$ cat src/rtl/click_pulse_gen.sv
// click_pulse_gen: independent gap/click trains, one per channel, for LED/piezo/speaker drivers.
// Define JITTER_EN to stretch every gap by a pseudo-random amount from a shared 16-bit LFSR.
module click_pulse_gen #(
    parameter int N_CH       = 4,
    parameter int SEL_W      = 4,
    parameter int CNT_W      = 32,
    parameter int GAP_CYCLES = 30000,
    parameter int ON_UNIT    = 1 << 20,
    parameter int JIT_W      = 8
) (
    input  logic                    i_clk,
    input  logic                    reset,
    input  logic                    i_en,
    input  logic [N_CH*SEL_W-1:0]   i_sel,
    output logic [N_CH-1:0]         o_click,
    output logic [N_CH-1:0]         o_click_stb,
    output logic                    o_any
);

    typedef enum logic [1:0] {
        IDLE  = 2'd0,
        GAP   = 2'd1,
        CLICK = 2'd2
    } state_t;

    localparam logic [CNT_W-1:0] GAP_LAST = CNT_W'(GAP_CYCLES - 1);
    localparam logic [CNT_W-1:0] UNIT     = CNT_W'(ON_UNIT);
    localparam logic [CNT_W-1:0] SEL_SPAN = CNT_W'(2 ** SEL_W);

    logic [N_CH-1:0] click_d;
    logic [N_CH-1:0] stb_d;

`ifdef JITTER_EN
    // Galois form of x^16+x^14+x^13+x^11+1, shifting right.
    logic [15:0] lfsr_q;

    always_ff @(posedge i_clk) begin
        if (reset) begin
            lfsr_q <= 16'hACE1;
        end else begin
            lfsr_q <= {1'b0, lfsr_q[15:1]} ^ (lfsr_q[0] ? 16'hB400 : 16'h0000);
        end
    end
`endif

    for (genvar c = 0; c < N_CH; c++) begin : g_ch
        state_t           state_q, state_d;
        logic [CNT_W-1:0] cnt_q, cnt_d;
        logic [SEL_W-1:0] sel_q, sel_d;
        logic [SEL_W-1:0] sel_in;
        logic [CNT_W-1:0] gap_last;
        logic [CNT_W-1:0] entry_last;
        logic [CNT_W-1:0] on_last;
        logic             run;
        logic             click_n;
        logic             stb_n;

        assign sel_in  = i_sel[c*SEL_W +: SEL_W];
        assign run     = i_en && (sel_in != '0);
        assign on_last = UNIT * (SEL_SPAN - CNT_W'(sel_q)) - CNT_W'(1);

`ifdef JITTER_EN
        logic [JIT_W-1:0] jit_q, jit_d, jit_new;

        assign jit_new    = lfsr_q[JIT_W-1:0] ^ JIT_W'(c);
        assign entry_last = GAP_LAST + CNT_W'(jit_new);
        // In the first gap cycle the jitter is being latched, so use the fresh value.
        assign gap_last   = (cnt_q == '0) ? entry_last : GAP_LAST + CNT_W'(jit_q);
`else
        assign entry_last = GAP_LAST;
        assign gap_last   = GAP_LAST;
`endif

        always_comb begin
            // NOTE: every signal written here gets a default first, so no path infers a latch.
            state_d = state_q;
            cnt_d   = cnt_q;
            sel_d   = sel_q;
            click_n = 1'b0;
            stb_n   = 1'b0;
`ifdef JITTER_EN
            jit_d   = jit_q;
`endif
            if (!run) begin
                state_d = IDLE;
                cnt_d   = '0;
            end else begin
                case (state_q)
                    IDLE: begin
                        // The enabling cycle already counts as gap cycle 0.
                        sel_d = sel_in;
`ifdef JITTER_EN
                        jit_d = jit_new;
`endif
                        if (entry_last == '0) begin
                            state_d = CLICK;
                            cnt_d   = '0;
                            click_n = 1'b1;
                            stb_n   = 1'b1;
                        end else begin
                            state_d = GAP;
                            cnt_d   = CNT_W'(1);
                        end
                    end
                    GAP: begin
                        if (cnt_q == '0) begin
                            sel_d = sel_in;
`ifdef JITTER_EN
                            jit_d = jit_new;
`endif
                        end
                        if (cnt_q >= gap_last) begin
                            state_d = CLICK;
                            cnt_d   = '0;
                            click_n = 1'b1;
                            stb_n   = 1'b1;
                        end else begin
                            cnt_d = cnt_q + CNT_W'(1);
                        end
                    end
                    CLICK: begin
                        if (cnt_q >= on_last) begin
                            state_d = GAP;
                            cnt_d   = '0;
                        end else begin
                            cnt_d   = cnt_q + CNT_W'(1);
                            click_n = 1'b1;
                        end
                    end
                    default: begin
                        state_d = IDLE;
                        cnt_d   = '0;
                    end
                endcase
            end
        end

        // NOTE: sequential state uses non-blocking assignments so every register samples pre-edge values.
        always_ff @(posedge i_clk) begin
            if (reset) begin
                state_q <= GAP;
                cnt_q   <= '0;
                sel_q   <= '0;
`ifdef JITTER_EN
                jit_q   <= '0;
`endif
            end else begin
                state_q <= state_d;
                cnt_q   <= cnt_d;
                sel_q   <= sel_d;
`ifdef JITTER_EN
                jit_q   <= jit_d;
`endif
            end
        end

        assign click_d[c] = click_n;
        assign stb_d[c]   = stb_n;
    end

    // All three outputs come from the same next-state terms, keeping them cycle-aligned.
    always_ff @(posedge i_clk) begin
        if (reset) begin
            o_click     <= '0;
            o_click_stb <= '0;
            o_any       <= 1'b0;
        end else begin
            o_click     <= click_d;
            o_click_stb <= stb_d;
            o_any       <= |click_d;
        end
    end

endmodule
$ cat config.mk
export PLATFORM = sky130hd
export DESIGN_NAME = click_pulse_gen
export DESIGN_NICKNAME = d
export VERILOG_FILES = /design/src/rtl/click_pulse_gen.sv
export SDC_FILE = /design/constraint.sdc
export NUM_CORES = 1
export LEC_CHECK = 0
export ABC_AREA = 1
export CAP_MARGIN = 20
export CORE_ASPECT_RATIO = 0.7
export CORE_MARGIN = 2
export CORE_UTILIZATION = 40
export CTS_BUF_LIST = sky130_fd_sc_hd__clkbuf_16
export DETAILED_ROUTE_END_ITERATION = 10
export GPL_TIMING_DRIVEN = 0
export PLACE_DENSITY_LB_ADDON = 0.3
export SETUP_SLACK_MARGIN = 0.05
export SLEW_MARGIN = 20
export SYNTH_ARGS = -nofsm -noshare
export SYNTH_HDL_FRONTEND = slang
export SYNTH_SLANG_ARGS = --single-unit
$ cat constraint.sdc
create_clock -name i_clk -period 2.6 [get_ports i_clk]
set_input_delay 0.26 -clock i_clk [delete_from_list [all_inputs] [get_ports i_clk]]
set_output_delay 0.26 -clock i_clk [all_outputs]
set_load 0.01 [all_outputs]
==> key figures, run 1 <==
Outcome
  – Status: finished, violations left
  – Failing checks: negative setup slack

Power
  – Pint: between 4 and 5 mW
  – LEAKAGE: between 5 and 6 nW
  – Sequential power share: 0.413
  – Clock power share: 0.413
  – PwrDens: between 400 and 500 mW/mm2
  – Sw Ratio: 0.2846
  – P_sw: roughly 1.7 mW
  – Peak supply drop: approximately 0.00042 V
  – Power share of the combinational group: 0.174

Job
  – Max-cap viol count: 0

Synthesis
  – Top cell type by total area after synthesis: dfxtp_1
  – Register area share after synthesis: 0.3038
  – Yosys top cell area share: 0.3038
  – Netlist cell types: 45
  – #FFs+latches synth: around 160
  – Syn_area_per_cell: between 6 and 7 um2
  – Synth Flop Type: dfxtp_1
  – Netlist Area Pre-Place: between 0.01 and 0.015 mm2
  – Number of enable flip-flop cells after synthesis: 0
  – Commonest cells post-synth: nand2_1 (360), nor2_1 (330), inv_1 (196)
  – Synth top area cells: dfxtp_1 (30%), nand2_1 (13%), nor2_1 (12%)
  – Most frequent cell after synthesis: nand2_1
  – Syn_nets: 1700
  – Post-synthesis cell count: between 1500 and 2000
  – Synth warn: 0
  – Post-synth ARST share: 0

Drt
  – Routed WL: a little under 30000 um
  – Avg Vias per Cell: ~5
  – Pre-Repair DR Iteration Count: 7
  – Via Count: 10356
  – Post-route ant nets: 0
  – Wire length per cell: ~14 um
  – Drt drc: 0
  – Detailed Route Iter0 Violations: 706

GRT
  – Initial antenna violation count: 0
  – Total track usage: 0.2057
  – GR Overflow Total: 0
  – Vias in the first global route: about 9400
  – First-pass GRT wire length: roughly 46000 um
  – Largest net degree at the start of global routing: 17

Setup path
  – R2R Path Start: g_ch[0].sel_q[2]
  – Crit-path cells: inv_1 > nand3_2 > xor2_2 > xnor2_1 > inv_1 > ha_4 > nand2_4 > nor2_2 > nand2_1 > nor2_1 > nand2_1 > nand3_4 > nand2_4 > buf_6 > buf_6 > nor2_4 > o21ai_1
  – Crit-path max cell delay: 0.35 ns
  – Crit path max fanout: 6
  – Crit path from: g_ch[0].sel_q[2]
  – R2R depth: 17
  – Startpoint Class: register
  – FF-to-FF End: g_ch[0].state_q[0]
  – Worst Setup Path Type: reg -> reg
  – Internal reg-to-reg setup slack: -0.07 ns
  – Crit path DAT: roughly 3.0 ns
  – End of the critical path: g_ch[0].state_q[0]
  – Worst setup EP type: register
  – Worst EP required: slightly below 3 ns
  – CP max stage cell: dfxtp_1

Finish
  – Layout cells sized above 1: 0.2179
  – Post-synthesis to final-layout area growth: 29.59%
  – FILL cells: around 2500
  – Layout Nets: between 1500 and 2000
  – Non-Filler Instances: approximately 2100
  – ANT cells: 0

STA
  – Setup ws final: -0.06627 ns
  – Final min period: between 2 and 3 ns
  – Worst-Margin Slew: a little over 0.9 ns
  – Layout Skew: about 0.0091 ns
  – Final Hold Fails: 0
  – Fmax: around 380 MHz
  – Fin crit share: 1.025
  – RSZ-0062 raised after global routing: yes
  – Final Max Tran Viols: 0
  – Slew Limit Headroom: 0.3765
  – Final setup fails: 9
  – Post-route setup TNS: -0.2505 ns

Floorplan
  – IO Pins: 28
  – DIE AREA: 0.02786 mm2
  – Die X: 198.7 um
  – Rows: around 50
  – Core box area: about 0.026 mm2
  – Die Height: approximately 140 um
  – Initial Util: 0.4100

Clocking
  – CTS tree: built
  – Total CTS buffers: 17
  – Deepest clock path buffer count: 2
  – Clk root buf: clkbuf_16
  – Worst-skew pair later-pin latency: around 0.45 ns
  – Worst-path clk slew: ~0.07 ns
  – # clock sinks: roughly 160
  – H-tree Lvls: 4

Place
  – Placed Cells: roughly 2000
  – Port Buffers: 26
  – Final HPWL DP: 20410 um
  – Final GP Congestion: between 0.9 and 1

Worst hold path
  – Worst Hold Class: in -> reg
==> worst min-delay path by stage <==
stage / from / endpoint / slack [ns] / depth (start not counted)
4_1_cts: reset / g_ch[1].sel_q[1] / 0.31 / 2
3_5_place_dp: g_ch[1].sel_q[1] / g_ch[1].sel_q[1] / 0.46 / 2
6_report: reset / g_ch[1].sel_q[1] / 0.31 / 2
5_1_grt: reset / g_ch[1].sel_q[2] / 0.33 / 2
2_1_floorplan: i_sel[8] / g_ch[2].sel_q[0] / 0.42 / 2
3_3_place_gp: g_ch[1].sel_q[1] / g_ch[1].sel_q[1] / 0.46 / 2
==> critical path, delay by kind of cell, from the launching register on <==
| kind | cells | cell delay (ns) |
|---|---|---|
| simple gates | 9 | 0.87 |
| buf+inv | 4 | 0.52 |
| xor+xnor | 2 | 0.41 |
| flops | 1 | 0.35 |
| fa+ha+maj | 1 | 0.29 |
| compound gates | 1 | 0.06 |
==> layout make-up <==
type / count / area (um2) / area share
Sequential cell: 161 / 3242 / 0.2358
Inverter: 198 / 750.7 / 0.05460
Clock inverter: 15 / 145.1 / 0.01056
Tap cell: 357 / 446.7 / 0.03249
Clock buffer: 17 / 425.4 / 0.03094
Buffer: 18 / 211.5 / 0.01538
Timing Repair Buffer: 78 / 883.3 / 0.06425
Multi-Input combinational cell: 1225 / 7644 / 0.5560
==> cells by family (layout without fill, tap and decap cells) <==
| logic type | count (synthesis) | in the layout | share of synthesized area |
|---|---|---|---|
| AO/OA/AOI/OAI | 115 | 115 | 0.05862 |
| AND/OR/NAND/NOR | 969 | 970 | 0.4098 |
| adder cells (fa/ha/maj) | 80 | 80 | 0.09435 |
| flip-flops | 161 | 161 | 0.3038 |
| buffers and inverters | 216 | 326 | 0.08385 |
| XOR/XNOR | 60 | 60 | 0.04953 |
==> power groups by stage <==
stage | combinational (mW) | sequential, mW | clock, mW
global placement | 0.581 | 2.58 | 0
CTS | 0.807 | 2.53 | 2.57
detailed placement | 0.603 | 2.58 | 0
global route | 1.17 | 2.53 | 2.66
floorplan | 0.453 | 2.58 | 0
finish | 1.06 | 2.53 | 2.53
==> flip-flops by register name, summed over array words and instances, names as in the netlist <==
register / cells
g_ch.cnt_q: 128
g_ch.sel_q: 16
g_ch.state_q: 8
o_any: 1
o_click: 4
o_click_stb: 4
==> per-layer routing <==
layer	vias to the layer above	track usage	routed length, um
met3	25	0.04358	1707
met5	-	0	0
li1	5328	-	-
met1	4747	0.3024	14770
met2	256	0.3025	12450
met4	0	0.05342	306
==> metrics by stage <==
| stage | worst slack, ns | utilization | cell area [um2] | hold slack [ns] | power, mW |
|---|---|---|---|---|---|
| 6_report | -0.06627 | 0.5314 | 13750 | 0.3064 | 6.130 |
| 5_1_grt | -0.2280 | 0.5314 | 13750 | 0.3318 | 6.363 |
| 4_1_cts | -0.04414 | 0.4846 | 12540 | 0.3136 | 5.900 |
| 3_5_place_dp | -0.4075 | 0.4374 | 11320 | 0.4613 | 3.187 |
| 3_3_place_gp | -0.2547 | 0.4374 | 11320 | 0.4606 | 3.165 |
| 2_1_floorplan | 0.08189 | - | 10610 | 0.4241 | 3.028 |
==> cell usage in the layout (no fill, tap or decap), types with 7 or more instances in the layout <==
cell type,Yosys,final
nor3_2,9,20
xnor2_1,17,16
buf_4,3,33
dfxtp_1,161,154
nand2_4,8,15
o21ai_2,1,7
buf_8,0,7
nor2_2,20,56
o21ai_0,42,35
buf_6,9,9
nor2_1,330,255
clkbuf_16,0,24
ha_4,0,11
nand3_1,87,75
xor2_1,43,41
ha_1,80,69
nand3_2,7,13
nand2_1,360,331
inv_1,196,183
nand4_1,36,36
a21oi_2,0,15
inv_2,2,13
a21oi_1,54,37
clkdlybuf4s50_1,0,26
nand2_8,0,8
nor3_4,2,9
nor3_1,61,43
nor2_4,7,46
nand2_2,16,31
==> what timing repair did <==
action	CTS	global route
setup buffers	30	11
hold buffers	0	0
resized for setup	94	232
setup endpoints to repair	135	141
gates cloned	4	8
pin swaps	42	103
No activity file was read; power rests on OpenSTA's default activity.
==> run 2, diff against run 1 <==
CORE_MARGIN = unset   (was 2)
==> run 2 against run 1 <==
  * The flow now finishes without violations
  * Wire length shrank 3.4%
  * Combinational power is 7% lower
  * Clock skew grew 0.0056 ns
  * Clock power grew 4%
  * Total power up 0.22%
  * Maximum frequency rose by 4.4%
  * Critical path type unchanged
  * Critical endpoint is now g_ch[3].cnt_q[25]
==> key figures, run 2 (synthesis results as in run 1) <==
Outcome
  – Status: completed (was finished, violations left)

Clocking
  – Worst-skew pair later-pin latency: 0.45 ns (about the same)
  – Clk root buf: clkbuf_16 (unchanged)
  – # clock sinks: 161 (unchanged)
  – CTS tree: built (unchanged)
  – Post-CTS Hold Fix Bufs: 0 (unchanged)
  – Worst-path clk slew: 0.08 ns (was 0.07 ns)
  – Deepest clock path buffer count: 2 (unchanged)
  – H-tree Lvls: 4 (unchanged)
  – Total CTS buffers: 17 (unchanged)

Finish
  – Largest registers: g_ch.cnt_q (128), g_ch.sel_q (16), g_ch.state_q (8) (unchanged)
  – Layout Nets: 1785 (was 1798)
  – Most frequent cells in the layout: nand2_1 (327), nor2_1 (280), inv_1 (182) (was nand2_1 (331), nor2_1 (255), inv_1 (183))
  – Post-synthesis to final-layout area growth: 26.02% (was 29.59%)
  – Final Core Density: 0.5167 (was 0.5314)
  – Largest reg by FF count: g_ch.cnt_q (unchanged)
  – Layout cells sized above 1: 0.1978 (was 0.2179)
  – Non-Filler Instances: 2057 (was 2069)
  – Most common cell after layout, fill and taps aside: nand2_1 (unchanged)
  – Max FFs per register: 128 (unchanged)

GRT
  – Initial antenna violation count: 1 (was 0)
  – GR Overflow Total: 0 (unchanged)
  – Largest net degree at the start of global routing: 18 (was 17)
  – Total track usage: 0.2044 (was 0.2057)
  – Vias in the first global route: 9228 (was 9406)
  – First-pass GRT wire length: 45260 um (was 46170 um)

Drt
  – Avg Vias per Cell: 4.999 (was 5.005)
  – Via Count: 10283 (was 10356)
  – Post-route ant nets: 0 (unchanged)
  – Wire length per cell: 13.74 um (was 14.13 um)
  – Detailed Route Iter0 Violations: 828 (was 706)
  – Pre-Repair DR Iteration Count: 6 (was 7)
  – Drt drc: 0 (unchanged)
  – Routed WL: 28250 um (was 29240 um)

Power
  – Pint: 4.312 mW (was 4.385 mW)
  – P_sw: 1.831 mW (was 1.745 mW)
  – LEAKAGE: 5.340 nW (was 5.432 nW)
  – Sequential power share: 0.412 (was 0.413)
  – Clock power share: 0.427 (was 0.413)
  – Peak supply drop: 0.0004468 V (was 0.0004191 V)
  – Power share of the combinational group: 0.161 (was 0.174)
  – PwrDens: 459.5 mW/mm2 (was 445.8 mW/mm2)
  – Sw Ratio: 0.2980 (was 0.2846)

STA
  – Final hold slack: 0.4113 ns (was 0.3064 ns)
  – Final setup fails: 0 (was 9)
  – Final Hold Fails: 0 (unchanged)
  – Worst-Margin Slew: 0.7859 ns (was 0.9319 ns)
  – Slew Limit Headroom: 0.4705 (was 0.3765)
  – Layout Skew: 0.01470 ns (was 0.009148 ns)
  – Fin crit share: 0.9820 (was 1.025)
  – RSZ-0062 raised after global routing: yes (unchanged)
  – Final min period: 2.553 ns (was 2.666 ns)
  – Final Max Tran Viols: 0 (unchanged)
  – Fmax: 391.7 MHz (was 375.1 MHz)

Floorplan
  – Rows: 49 (unchanged)
  – Die X: 196.7 um (was 198.7 um)
  – Core box area: 0.02587 mm2 (unchanged)
  – Initial Util: 0.4100 (unchanged)
  – DIE AREA: 0.02719 mm2 (was 0.02786 mm2)
  – Die Height: 138.3 um (was 140.3 um)
  – IO Pins: 28 (unchanged)

Setup path
  – Worst Setup Path Type: reg -> reg (unchanged)
  – Crit path DAT: 2.92 ns (was 2.97 ns)
  – Startpoint Class: register (unchanged)
  – Worst setup EP type: register (unchanged)
  – Crit path max fanout: 8 (was 6)
  – Worst EP required: 2.97 ns (was 2.90 ns)

Place
  – Port Buffers: 26 (unchanged)
  – Final HPWL DP: 19970 um (was 20410 um)
  – Final GP Congestion: 0.8955 (was 0.9127)
  – Placed Cells: 1984 (unchanged)

Worst hold path
  – Worst Hold Class: in -> reg (unchanged)

Job
  – Max-cap viol count: 0 (unchanged)
[run 2: cell types whose count changed in the layout (fill, tap and decap cells not counted), sizes merged]
cell,change
buf,-10
bufinv,-1
clkbuf,-3
clkinv,-5
clkinvlp,-2
diode,+1
inv,+8
[run 2: path summary, 6_finish.rpt]
| kind | startpoint | to | slack, ns | cells after the start |
|---|---|---|---|---|
| worst max-delay path | g_ch[3].sel_q[0] | g_ch[3].cnt_q[25] | 0.05 | 19 |
| worst min-delay path | reset | g_ch[1].sel_q[1] | 0.41 | 2 |
| worst max register to register | g_ch[3].sel_q[0] | g_ch[3].cnt_q[25] | 0.05 | 19 |
| worst min register to register | g_ch[1].sel_q[1] | g_ch[1].sel_q[1] | 0.49 | 2 |
[run 2: timing repair]
action | 4_1_cts | 5_1_grt
setup buffers | 22 | 9
pin swaps | 34 | 85
endpoints found under the hold margin | 0 | 0
gates resized for setup | 74 | 188
gates cloned | 6 | 5
setup endpoints to repair | 132 | 140
[run 2: final cells by class]
| type | count | area [um2] |
|---|---|---|
| Clock buffer | 17 | 425.4 |
| Timing Repair Buffer | 66 | 753.2 |
| Multi-Input combinational cell | 1225 | 7406 |
| Clock inverter | 15 | 161.4 |
| Antenna cell | 1 | 2.502 |
| Fill cell | 2535 | 12500 |
| Tap cell | 357 | 446.7 |
| Sequential cell | 161 | 3244 |
| Inverter | 198 | 753.2 |
| Buffer | 17 | 176.4 |
[run 2: routing by layer]
layer  share of wire  global-route usage
met1            0.50              0.3093
met2            0.42              0.2954
met3           0.063             0.03708
met4           0.011             0.05059
met5               0                   0
[run 2: worst max-delay path, stage by stage (launching register included)]
cell and delay, ns:
dfxtp_4 0.36, inv_4 0.06, ha_4 0.14, inv_2 0.03, nor2_2 0.09, nor2_1 0.06, nor3_2 0.15, buf_4 0.14
xor2_1 0.14, ha_1 0.28, nand2_1 0.09, inv_1 0.04, nand2_1 0.07, a21oi_2 0.05, nor2_2 0.17, nand2_4 0.10
nand2_8 0.11, nand2_8 0.11, buf_8 0.18, nor3_2 0.10
[run 2: power by group through the flow]
stage	sequential, mW	clock [mW]	combinational [mW]
3_5_place_dp	2.58	0	0.595
2_1_floorplan	2.58	0	0.453
5_1_grt	2.54	2.77	1.09
6_report	2.53	2.62	0.990
4_1_cts	2.53	2.65	0.743
3_3_place_gp	2.58	0	0.581
[run 2: per-stage QoR]
stage | instance area, um2 | setup slack [ns] | power (mW) | TNS [ns]
after floorplan | 10610 | 0.08189 | 3.028 | 0
after global placement | 11320 | -0.2110 | 3.165 | -12.28
after detailed placement | 11320 | -0.3066 | 3.180 | -21.74
after CTS | 12460 | 0.03533 | 5.924 | 0
after global routing | 13370 | -0.1108 | 6.390 | -4.421
final | 13370 | 0.04681 | 6.143 | 0
==> run 3, diff against run 2 <==
--- a/config.mk
+++ b/config.mk
@@ -13,4 +13,5 @@
 export DETAILED_ROUTE_END_ITERATION = 10
 export GPL_TIMING_DRIVEN = 0
+export HOLD_SLACK_MARGIN = 0.03
 export PLACE_DENSITY_LB_ADDON = 0.3
 export SETUP_SLACK_MARGIN = 0.05
==> constraint.sdc (replaced) <==
create_clock -name i_clk -period 2.6 [get_ports i_clk]
set_input_delay 0.26 -clock i_clk [delete_from_list [all_inputs] [get_ports i_clk]]
set_output_delay 0.26 -clock i_clk [all_outputs]
set_load 0.05 [all_outputs]
==> results of run 3 <==
Same layout as run 2: the final DEF is identical, and so are final timing and power.
